### config.mk
export PLATFORM = sky130hd
export DESIGN_NAME = prim_alert_ping_timer
export DESIGN_NICKNAME = d
export VERILOG_FILES = /design/src/rtl/prim_alert_ping_timer.sv
export SDC_FILE = /design/constraint.sdc
export NUM_CORES = 1
export LEC_CHECK = 0
export CORE_MARGIN = 10
export CORE_UTILIZATION = 60
export CTS_CLUSTER_SIZE = 20
export DETAILED_ROUTE_END_ITERATION = 16
export GPL_ROUTABILITY_DRIVEN = 0
export MAX_ROUTING_LAYER = met4
export PLACE_DENSITY = 0.93
export SLEW_MARGIN = 10
export SYNTH_ARGS = -nofsm -noshare
export SYNTH_HDL_FRONTEND = slang
export SYNTH_SLANG_ARGS = --single-unit
export TNS_END_PERCENT = 50
### constraint.sdc
create_clock -name clk_i -period 6.88 [get_ports clk_i]
set_input_delay 1.032 -clock clk_i [delete_from_list [all_inputs] [get_ports clk_i]]
set_output_delay 1.032 -clock clk_i [all_outputs]
set_load 0.005 [all_outputs]
### src/rtl/prim_alert_ping_timer.sv
// prim_alert_ping_timer
// Periodic liveness checker for a bank of alert receivers. After a pseudo-random
// wait it selects the next enabled channel in round-robin order. It raises that
// channel's ping request and waits for the matching ping_ok pulse. If the pulse
// does not arrive within the programmed timeout, it reports a ping failure.
//
// Ports
//   clk_i          clock
//   rst_ni         asynchronous active-low reset
//   en_i           ping mechanism enable (level)
//   alert_en_i     per-channel enable; disabled channels are never pinged
//   timeout_cyc_i  timeout T, sampled on ping start; request lasts at most T+1 cycles
//   ping_en_o      one-hot-or-zero ping request (level, registered)
//   ping_ok_i      per-channel ping response pulses
//   ping_fail_o    1-cycle pulse when the selected channel timed out
//   fail_idx_o     index of the most recently timed-out channel
module prim_alert_ping_timer #(
    parameter int unsigned NAlerts  = 4,
    parameter int unsigned WaitCntW = 8,
    parameter int unsigned TimeoutW = 8,
    parameter logic [15:0] LfsrSeed = 16'hACE1,
    localparam int unsigned IdxW    = (NAlerts > 1) ? $clog2(NAlerts) : 1
) (
    input  logic                clk_i,
    input  logic                rst_ni,
    input  logic                en_i,
    input  logic [NAlerts-1:0]  alert_en_i,
    input  logic [TimeoutW-1:0] timeout_cyc_i,
    output logic [NAlerts-1:0]  ping_en_o,
    input  logic [NAlerts-1:0]  ping_ok_i,
    output logic                ping_fail_o,
    output logic [IdxW-1:0]     fail_idx_o
);

    typedef enum logic [1:0] {
        ST_IDLE = 2'd0,
        ST_WAIT = 2'd1,
        ST_PING = 2'd2
    } state_e;

    state_e              state_q, state_d;
    logic [15:0]         lfsr_q, lfsr_d;
    logic [WaitCntW-1:0] wait_cnt_q, wait_cnt_d;
    logic [TimeoutW-1:0] tmo_cnt_q, tmo_cnt_d;
    logic [IdxW-1:0]     last_idx_q, last_idx_d;
    logic [IdxW-1:0]     fail_idx_q, fail_idx_d;
    logic [NAlerts-1:0]  ping_en_q, ping_en_d;
    logic                ping_fail_q, ping_fail_d;

    // Round-robin candidate search results.
    logic [IdxW-1:0]     hi_idx, lo_idx, next_idx;
    logic                hi_found, lo_found, next_found;

    // Enable and response of the currently selected channel (last_idx_q).
    logic [NAlerts-1:0]  sel_mask;
    logic                sel_en, sel_ok;

    genvar gi;
    generate
        for (gi = 0; gi < NAlerts; gi++) begin : g_chan
            assign sel_mask[gi]  = (last_idx_q == IdxW'(gi));
            // The request follows the next state so that it is a plain register output.
            assign ping_en_d[gi] = (state_d == ST_PING) && (last_idx_d == IdxW'(gi));
        end
    endgenerate

    assign sel_en = |(alert_en_i & sel_mask);
    assign sel_ok = |(ping_ok_i & sel_mask);

    // 16-bit Galois LFSR, polynomial 0xB400. It advances only while enabled.
    always_comb begin
        lfsr_d = lfsr_q;
        if (en_i) begin
            lfsr_d = {1'b0, lfsr_q[15:1]} ^ (lfsr_q[0] ? 16'hB400 : 16'h0000);
        end
    end

    // Nearest enabled channel strictly after last_idx_q, wrapping around.
    // The scan runs downward so the last hit in each half is the lowest index.
    // Channels above last_idx_q take precedence over the wrapped half. The
    // wrapped half includes last_idx_q itself, for the single-channel case.
    always_comb begin
        hi_idx   = '0;
        lo_idx   = '0;
        hi_found = 1'b0;
        lo_found = 1'b0;
        for (int c = NAlerts - 1; c >= 0; c--) begin
            if (alert_en_i[c]) begin
                if (IdxW'(c) > last_idx_q) begin
                    hi_idx   = IdxW'(c);
                    hi_found = 1'b1;
                end else begin
                    lo_idx   = IdxW'(c);
                    lo_found = 1'b1;
                end
            end
        end
        next_idx   = hi_found ? hi_idx : lo_idx;
        next_found = hi_found | lo_found;
    end

    always_comb begin
        state_d     = state_q;
        wait_cnt_d  = wait_cnt_q;
        tmo_cnt_d   = tmo_cnt_q;
        last_idx_d  = last_idx_q;
        fail_idx_d  = fail_idx_q;
        ping_fail_d = 1'b0;

        if (!en_i) begin
            state_d = ST_IDLE;
        end else begin
            case (state_q)
                ST_IDLE: begin
                    if (|alert_en_i) begin
                        state_d    = ST_WAIT;
                        wait_cnt_d = lfsr_q[WaitCntW-1:0];
                    end
                end
                ST_WAIT: begin
                    if (wait_cnt_q == '0) begin
                        if (next_found) begin
                            state_d    = ST_PING;
                            tmo_cnt_d  = timeout_cyc_i;
                            last_idx_d = next_idx;
                        end else begin
                            state_d = ST_IDLE;
                        end
                    end else begin
                        wait_cnt_d = wait_cnt_q - WaitCntW'(1);
                    end
                end
                ST_PING: begin
                    if (!sel_en || sel_ok) begin
                        // The channel was disabled (abort) or it answered in time.
                        // An answer in the expiry cycle still wins over the timeout.
                        state_d    = ST_WAIT;
                        wait_cnt_d = lfsr_q[WaitCntW-1:0];
                    end else if (tmo_cnt_q == '0) begin
                        state_d     = ST_WAIT;
                        wait_cnt_d  = lfsr_q[WaitCntW-1:0];
                        ping_fail_d = 1'b1;
                        fail_idx_d  = last_idx_q;
                    end else begin
                        tmo_cnt_d = tmo_cnt_q - TimeoutW'(1);
                    end
                end
                default: state_d = ST_IDLE;
            endcase
        end
    end

    always_ff @(posedge clk_i or negedge rst_ni) begin
        if (!rst_ni) begin
            state_q     <= ST_IDLE;
            lfsr_q      <= LfsrSeed;
            wait_cnt_q  <= '0;
            tmo_cnt_q   <= '0;
            last_idx_q  <= IdxW'(NAlerts - 1);
            fail_idx_q  <= '0;
            ping_en_q   <= '0;
            ping_fail_q <= 1'b0;
        end else begin
            state_q     <= state_d;
            lfsr_q      <= lfsr_d;
            wait_cnt_q  <= wait_cnt_d;
            tmo_cnt_q   <= tmo_cnt_d;
            last_idx_q  <= last_idx_d;
            fail_idx_q  <= fail_idx_d;
            ping_en_q   <= ping_en_d;
            ping_fail_q <= ping_fail_d;
        end
    end

    assign ping_en_o   = ping_en_q;
    assign ping_fail_o = ping_fail_q;
    assign fail_idx_o  = fail_idx_q;

endmodule

Word level (Yosys, flattened, before mapping)
Cells that the tools add are included.
- bits in read-only memories: 0
- output and inout port bits: 7
- register bits after elaboration: 43
- logic and storage cells: 113
- bits in writable memories: 0
- bits in latches: 0
- input port bits: 19
- memories: 0
- div/mod/pow operators: 0
- reductions and logical operators: 19
- multiply operators: 0
- shift operators: 0
- add/subtract/negate cells: 2
- multiplexer cells: 59
- $lt $le $gt $ge: 4
- bitwise logic cells: 5
- equality and inequality tests: 16
- operators with widths (cell ; count):
    8-bit 2-to-1 mux ; 8
    2-bit 2-to-1 mux ; 27
    8-bit one-hot mux with 3 select lines ; 1
    1-bit 2-to-1 mux ; 20
    8-bit zero test ; 2
    16-bit 2-to-1 mux ; 1
    8-bit one-hot mux with 2 select lines ; 1
    8-bit by 1-bit subtractor with 8-bit output (second input constant) ; 2
    15-bit by 16-bit bitwise XOR with 16-bit output ; 1
    2-bit equality test (second input constant) ; 6
    2-bit inequality test (second input constant) ; 6
    4-bit OR reduction ; 3
    4-bit bitwise AND ; 2
    2-bit by 1-bit equality test with 1-bit output (second input constant) ; 3
    2-bit zero test ; 3
    2-bit one-hot mux with 3 select lines ; 1
    6-bit AND reduction ; 1
    5-bit AND reduction ; 1
    1-bit by 2-bit > comparator with 1-bit output (first input constant) ; 2
    2-bit > comparator (first input constant) ; 2
    1-bit logical AND ; 4
    4-bit AND reduction ; 1
    3-bit inequality test (second input constant) ; 1
    3-bit nonzero test ; 1
    other kinds (5) ; 5

Depth between registers and ports, before layout
Gate-level depths: netlist (run 1).
- depth in word-level cells: 16
- gate-level depth with buffers: 9
- mapped depth without buffers: 8

Least setup slack after synthesis (run 1)
Ideal clock, no wire load.
- path type: input -> register
- start: input port alert_en_i[1]
- end: register ping_en_q[2], in the netlist ping_en_o[2]
- buffers on the path: 1
- cell stages on the path: 7
- library setup time: 0.086 ns
- path slack: 4.316 ns
- arrival time: 2.478 ns
- required time: 6.794 ns
- cells stage by stage: or4_1 > nand4b_1 > nor2_1 > buf_2 > mux2i_1 > inv_1 > nor3_1
- cells in the longest elaborated chain, start to end: 10
- elaborated cells on any way between the ends: 32
- those cells by class: eq/ne: 2; mux: 23; bitwise: 2; reduce/logical: 5
- RTL lines (item ; RTL line ; text):
    start: declaration ; 27 ; input logic [NAlerts-1:0] alert_en_i,
    2-bit 2-to-1 mux or 1-bit 2-to-1 mux (tied branches) ; 88 ; if (alert_en_i[c]) begin
    2-bit 2-to-1 mux or 1-bit 2-to-1 mux (tied branches) ; 89 ; if (IdxW'(c) > last_idx_q) begin
    2-bit 2-to-1 mux or 1-bit 2-to-1 mux (tied branches) ; 88 ;
    2-bit 2-to-1 mux or 1-bit bitwise OR (tied branches) ; 98, 99 ;
    2-bit 2-to-1 mux * ; 122 ; if (next_found) begin
    2-bit 2-to-1 mux * ; 121 ; if (wait_cnt_q == '0) begin
    2-bit 2-to-1 mux * ; 113 ; case (state_q)
    2-bit 2-to-1 mux * ; 110 ; if (!en_i) begin
    named net last_idx_d[0] ; 45 ; logic [IdxW-1:0] last_idx_q, last_idx_d;
    2-bit equality test * ; 63 ; assign ping_en_d[gi] = (state_d == ST_PING) && (last_idx_d == IdxW'(gi));
    1-bit logical AND * ; 63 ;
    named net ping_en_d[2] ; 47 ; logic [NAlerts-1:0] ping_en_q, ping_en_d;
    end signal: assignment ; 170 ; ping_en_q <= ping_en_d;
    end: declaration ; 47 ;
The timed path passes the listed nets; every way through them passes the cells marked *.
A chain may end at the register's enable or synchronous reset.

Final worst setup path (run 1)
- start: input port en_i
- end: register ping_en_q[2], in the netlist ping_en_o[2]
- cells in the longest elaborated chain, start to end: 3
- elaborated cells on any way between the ends: 5
- those cells by class: eq/ne: 2; mux: 2; reduce/logical: 1
- RTL lines (item ; RTL line ; text):
    start: declaration ; 26 ; input logic en_i,
    2-bit 2-to-1 mux ; 110 ;
    named net last_idx_d[0] ; 45 ;
    2-bit equality test ; 63 ;
    1-bit logical AND ; 63 ;
    named net ping_en_d[2] ; 47 ;
The timed path passes the listed nets, and every way through them passes these cells.

==> impl_metrics.yaml, run 1 <==
clock_tree:
  htree_levels: 2
  cts_tree: "done"
  cts.sinks: 43
  clockBufferDepth: 2
  path_clk_slew_ns: 0.09
  post_cts_buffers: 0
  hold_buffers: 0
  cts_root_buffer: "clkbuf_8"
  cts_buffers: 5
  cts_resized: 0
  worstSkewPairLatency_ns: 0.31
power_and_ir_drop:
  p_leak_uw: 0.00106
  ir_drop_uv: 272
  power.density_mw_per_mm2: 328
setup_path:
  required_ns: 7.10
  crit_type: "primary input to flip-flop"
  critPathLaunchType: "primary input"
  endpoint_kind: "flip-flop"
  arrival_ns: 3.74
  crit_fanout: 23
die:
  die_h_um: 81.7
  die-area_mm2: 0.00668
  row_count: 22
  core_region_area_mm2: 0.00366
  ios: 26
  initial_utilization: 0.625
  die_w_um: 81.7
flow_run:
  maxCapViolCount: 0
sta:
  relSlewSlack: 0.390
  finalSetupViolCount: 0
  finalMaxSlewViolations: 0
  timing.final.crit_share: 0.511
  fmax_mhz: 284
  tightest_slew_ns: 0.915
  hold_viol: 0
  finalWorstSetupSlack_ns: 3.36
  rsz0062_at_grt: "false"
  fin_crit_ns: 3.52
  finalSetupTns_ns: 0
  fin_skew_ns: 0.00993
cells_and_area:
  layout_commonest_cell: "dfrtp_1"
  fin_util: 0.723
  fillers: 249
  area_growth_pct: 15.8
  drive_above_1_share: 0.198
  final_cells: 296
  layout.nets: 269
  diodes: 0
  final_cell_mix: "33 x dfrtp_1, 24 x clkdlybuf4s50_1, 17 x nor2_1"
placement:
  port_buffers: 25
  dp.cells: 288
  place_hpwl_um: 3460
  dp_slack_ns: 3.10
global_route:
  grt_overflow: 0
  grt_max_degree: 44
  grtUsageTotal: 0.159
  grt_antenna_before_repair: 0
  grt_pass1_wl_um: 8130
  grt_pass1_vias: 1772
worst_hold_path:
  min_path_type: "flip-flop to flip-flop"
routing:
  routed_wirelength_um: 4890
  drtPass1Iterations: 5
  drtAntennaViolNets: 0
  via_per_inst: 6.18
  vias: 1828
  post_drt_wl_per_cell_um: 16.5
  route.detailed.drc: 0
  initialDrtViolationCount: 159
synthesis:
  syn_area_mm2: 0.00229
  ys_seq_elements: 43
  ys_warn_count: 0
  seq_area_frac_synth: 0.476
  ys_async_sr_fraction: 1.00
  synth-edff-count: 0
  avgSynthCellArea_um2: 10.2
  synth_cell_types: 50
  synth_nets: 247
  synth_ff_type: "dfrtp_1"
  synth_cells: 225
outcome:
  outcome: "completed"
==> critical path, cell delays in order <==
cell	delay, ns
clkdlybuf4s50_1	1.05
nand4b_1	0.29
nor2_1	0.75
mux2i_1	0.35
inv_1	0.10
nor3_1	0.17
==> kinds of logic (layout without fill, tap and decap cells) <==
group,count (synthesis),count (layout),share of synthesized area
buffers and inverters,22,45,0.0372
xor gates and xnor gates,4,4,0.0153
and+or+nand+nor,73,73,0.181
muxes,18,18,0.0957
adders and majority gates,3,3,0.0164
DFF,43,43,0.476
AOI/OAI and AO/OA,62,62,0.179
==> flip-flops by register name, indices dropped and copies added (netlist names) <==
name	count
state_q	2
tmo_cnt_q	8
ping_fail_o	1
ping_en_o	4
last_idx_q	2
wait_cnt_q	8
lfsr_q	16
fail_idx_o	2
==> through the flow <==
| stage | hold slack, ns | total power [uW] | cell area [um2] |
|---|---|---|---|
| 3_3_place_gp | 0.473 | 682 | 2550 |
| 4_1_cts | 0.501 | 873 | 2650 |
| 5_1_grt | 0.544 | 929 | 2650 |
| 3_5_place_dp | 0.481 | 699 | 2550 |
| 2_1_floorplan | 0.456 | 628 | 2290 |
| 6_report | 0.498 | 870 | 2650 |
==> layout make-up <==
type                            count  area (um2)  share of cell area
Clock inverter                      3        26.3             0.00992
Multi-Input combinational cell    160        1110               0.421
Clock buffer                        5        68.8              0.0260
Inverter                           12        45.0              0.0170
Sequential cell                    43        1090               0.411
Tap cell                           48        60.1              0.0227
Timing Repair Buffer               25         245              0.0926
==> where the power goes <==
part           switching (uW)  internal [uW]  total [uW]
Sequential               88.1            367         456
Clock                    96.8           74.7         171
Combinational             111            132         243
==> final timing paths <==
path | start | end | slack, ns | cells past startpoint
worst max-delay path | en_i | ping_en_o[2] | 3.36 | 6
worst min-delay path | lfsr_q[10] | lfsr_q[10] | 0.50 | 2
worst max register to register | wait_cnt_q[0] | ping_en_o[2] | 3.84 | 8
worst min register to register | lfsr_q[10] | lfsr_q[10] | 0.50 | 2
max in group asynchronous | rst_ni | fail_idx_o[0] | 5.45 | 1
min in group asynchronous | rst_ni | tmo_cnt_q[7] | 0.85 | 1
==> Yosys cell counts (all sizes together), types with 3 or more instances <==
| master | count | area, um2 |
|---|---|---|
| a22oi | 3 | 22.5 |
| o2bb2ai | 6 | 52.6 |
| or4 | 3 | 26.3 |
| mux2 | 15 | 176 |
| nor4 | 4 | 25.0 |
| ha | 3 | 37.5 |
| nand2 | 12 | 47.6 |
| clkbuf | 7 | 26.3 |
| nand3 | 3 | 15.0 |
| dfstp | 10 | 263 |
| inv | 12 | 45.1 |
| dfrtp | 33 | 826 |
| o21ai | 18 | 90.1 |
| nand2b | 4 | 25.0 |
| o22ai | 6 | 37.5 |
| nor2 | 19 | 81.3 |
| nor3 | 9 | 45.0 |
| nor2b | 10 | 62.6 |
| a21oi | 17 | 96.4 |
| xnor2 | 3 | 26.3 |
| buf | 3 | 13.8 |
==> per-layer routing <==
| layer | vias to the layer above | GRT usage | routed length (um) |
|---|---|---|---|
| met3 | 12 | 0.0415 | 331 |
| met4 | 0 | 0.0697 | 109 |
| met5 | - | - | 0 |
| met1 | 879 | 0.187 | 2060 |
| li1 | 865 | - | - |
| met2 | 72 | 0.252 | 2390 |
No activity file was read; power rests on OpenSTA's default activity.
==> inputs of run 2 (changes only) <==
--- a/config.mk
+++ b/config.mk
@@ -6,12 +6,12 @@
 export NUM_CORES = 1
 export LEC_CHECK = 0
 export CORE_MARGIN = 10
-export CORE_UTILIZATION = 60
+export CORE_UTILIZATION = 56
 export CTS_CLUSTER_SIZE = 20
 export DETAILED_ROUTE_END_ITERATION = 16
 export GPL_ROUTABILITY_DRIVEN = 0
 export MAX_ROUTING_LAYER = met4
-export PLACE_DENSITY = 0.93
+export PLACE_DENSITY = 0.89
 export SLEW_MARGIN = 10
 export SYNTH_ARGS = -nofsm -noshare
 export SYNTH_HDL_FRONTEND = slang
==> constraint.sdc (replaced) <==
create_clock -name clk_i -period 3.4 [get_ports clk_i]
set_input_delay 0.51 -clock clk_i [delete_from_list [all_inputs] [get_ports clk_i]]
set_output_delay 0.51 -clock clk_i [all_outputs]
set_load 0.005 [all_outputs]
==> run 2 against run 1 <==
Against the previous run: clock power grew to 2.7 times the previous value; core utilization is 4.0 points lower; cell area is 2.5% higher; combinational power is 100% higher; first-iteration DRC count is 1.3% higher; worst hold slack worse by 0.16 ns; critical endpoint unchanged.
==> impl_metrics.yaml, run 2 (synthesis results as in run 1) <==
outcome:
  outcome: "completed"
clock_tree:
  path_clk_slew_ns: 0.08
  cts_tree: "done"
  worstSkewPairLatency_ns: 0.30
  cts_buffers: 5
  cts.sinks: 43
  cts_root_buffer: "clkbuf_8"
  cts_resized: 0
  clockBufferDepth: 2
  hold_buffers: 0
  post_cts_buffers: 0
  htree_levels: 2
sta:
  holdWs_ns: 0.342
  fin_crit_ns: 2.74
  tightest_slew_ns: 0.928
  relSlewSlack: 0.379
  fin_skew_ns: 0.00807
  rsz0062_at_grt: "false"
  finalMaxSlewViolations: 0
  timing.final.crit_share: 0.807
  hold_viol: 0
  fmax_mhz: 365
  finalSetupViolCount: 0
  finalSetupTns_ns: 0
routing:
  via_per_inst: 6.05
  drtAntennaViolNets: 0
  vias: 1820
  post_drt_wl_per_cell_um: 16.2
  route.detailed.drc: 0
  initialDrtViolationCount: 161
  routed_wirelength_um: 4890
  drtPass1Iterations: 5
setup_path:
  arrival_ns: 2.95
  r2r_slack_ns: 0.66
  critPathLaunchType: "flip-flop"
  required_ns: 3.61
  endpoint_kind: "flip-flop"
  crit_type: "flip-flop to flip-flop"
  crit_fanout: 11
global_route:
  grt_antenna_before_repair: 0
  grtUsageTotal: 0.145
  grt_max_degree: 44
  grt_pass1_wl_um: 8590
  grt_overflow: 0
  grt_pass1_vias: 1821
power_and_ir_drop:
  comb_power_share: 0.263
  p_sw_frac: 0.308
  pwr-share-clk: 0.246
  p_sw_uw: 584
  ir_drop_uv: 405
  p_leak_uw: 0.00109
  power.density_mw_per_mm2: 698
  seqPwrFrac: 0.492
  p_int_uw: 1310
die:
  row_count: 23
  die-area_mm2: 0.00704
  core_region_area_mm2: 0.00397
  die_w_um: 83.9
  ios: 26
  die_h_um: 83.9
  initial_utilization: 0.576
worst_hold_path:
  min_path_type: "primary input to async pin"
cells_and_area:
  layout.nets: 272
  final_cell_mix: "33 x dfrtp_1, 24 x clkdlybuf4s50_1, 17 x nor2_1"
  area_growth_pct: 18.7
  layout_commonest_cell: "dfrtp_1"
  top_regs: "lfsr_q: 16 flops, tmo_cnt_q: 8 flops, wait_cnt_q: 8 flops"
  drive_above_1_share: 0.207
  largest_register_ffs: 16
  diodes: 0
  regMostFlops: "lfsr_q"
  fillers: 295
placement:
  port_buffers: 25
  place_hpwl_um: 3510
flow_run:
  maxCapViolCount: 0
[run 2: cell count changes in the layout (fill, tap and decap cells not counted), sizes merged]
cell,previous run,this run
buf,1,4
clkinvlp,0,1
bufinv,0,2
inv,14,12
clkinv,1,0
[run 2: layout make-up]
type / count / area [um2] / area share
tap: 50 / 62.6 / 0.0231
sequential: 43 / 1090 / 0.401
clock buffer: 5 / 68.8 / 0.0254
inverter: 12 / 45.0 / 0.0166
multi-input combinational: 160 / 1110 / 0.410
timing repair buffer: 28 / 268 / 0.0987
clock inverter: 3 / 67.6 / 0.0249
[run 2: worst paths after layout]
kind / from / endpoint / cells after the start
worst max-delay path: wait_cnt_q[0] / ping_en_o[2] / 9
worst min register to register: lfsr_q[13] / lfsr_q[13] / 2
worst min-delay path: rst_ni / fail_idx_o[1] / 1
min in group clk_i: lfsr_q[13] / lfsr_q[13] / 2
worst max register to register: wait_cnt_q[0] / ping_en_o[2] / 9
max in group asynchronous: rst_ni / wait_cnt_q[7] / 1
[run 2: metal layers]
layer  wire (um)  vias to the layer above  share of wire  global-route usage
li1            -                      864              -                   -
met1        2100                      891           0.43               0.179
met2        2490                       60           0.51               0.232
met3         239                        5          0.049              0.0303
met4          54                        0          0.011              0.0441
met5           0                        -              0                   -
[run 2: worst max-delay path: stages (launching register included)]
cell and delay (ns):
dfrtp_1 0.42, inv_1 0.07, ha_1 0.20, nor4b_1 0.24, buf_4 0.18, nand2_1 0.10, nor2_1 0.74, mux2i_1 0.39
inv_1 0.12, nor3_1 0.20
[run 2: power groups by stage]
| stage | sequential [uW] | combinational (uW) | clock (uW) |
|---|---|---|---|
| 2_1_floorplan | 865 | 406 | 0 |
| 3_3_place_gp | 920 | 474 | 0 |
| 3_5_place_dp | 934 | 496 | 0 |
| 4_1_cts | 928 | 499 | 471 |
| 5_1_grt | 961 | 559 | 494 |
| 6_report | 931 | 497 | 465 |
[run 2: through the flow]
stage	power, uW	cells	instance area (um2)	utilization	setup slack, ns
2_1_floorplan	1270	225	2290	-	1.08
3_3_place_gp	1390	293	2580	0.649	0.699
3_5_place_dp	1430	293	2580	0.649	0.473
4_1_cts	1900	301	2710	0.683	0.659
5_1_grt	2010	301	2710	0.683	0.432
6_report	1890	301	2710	0.683	0.658
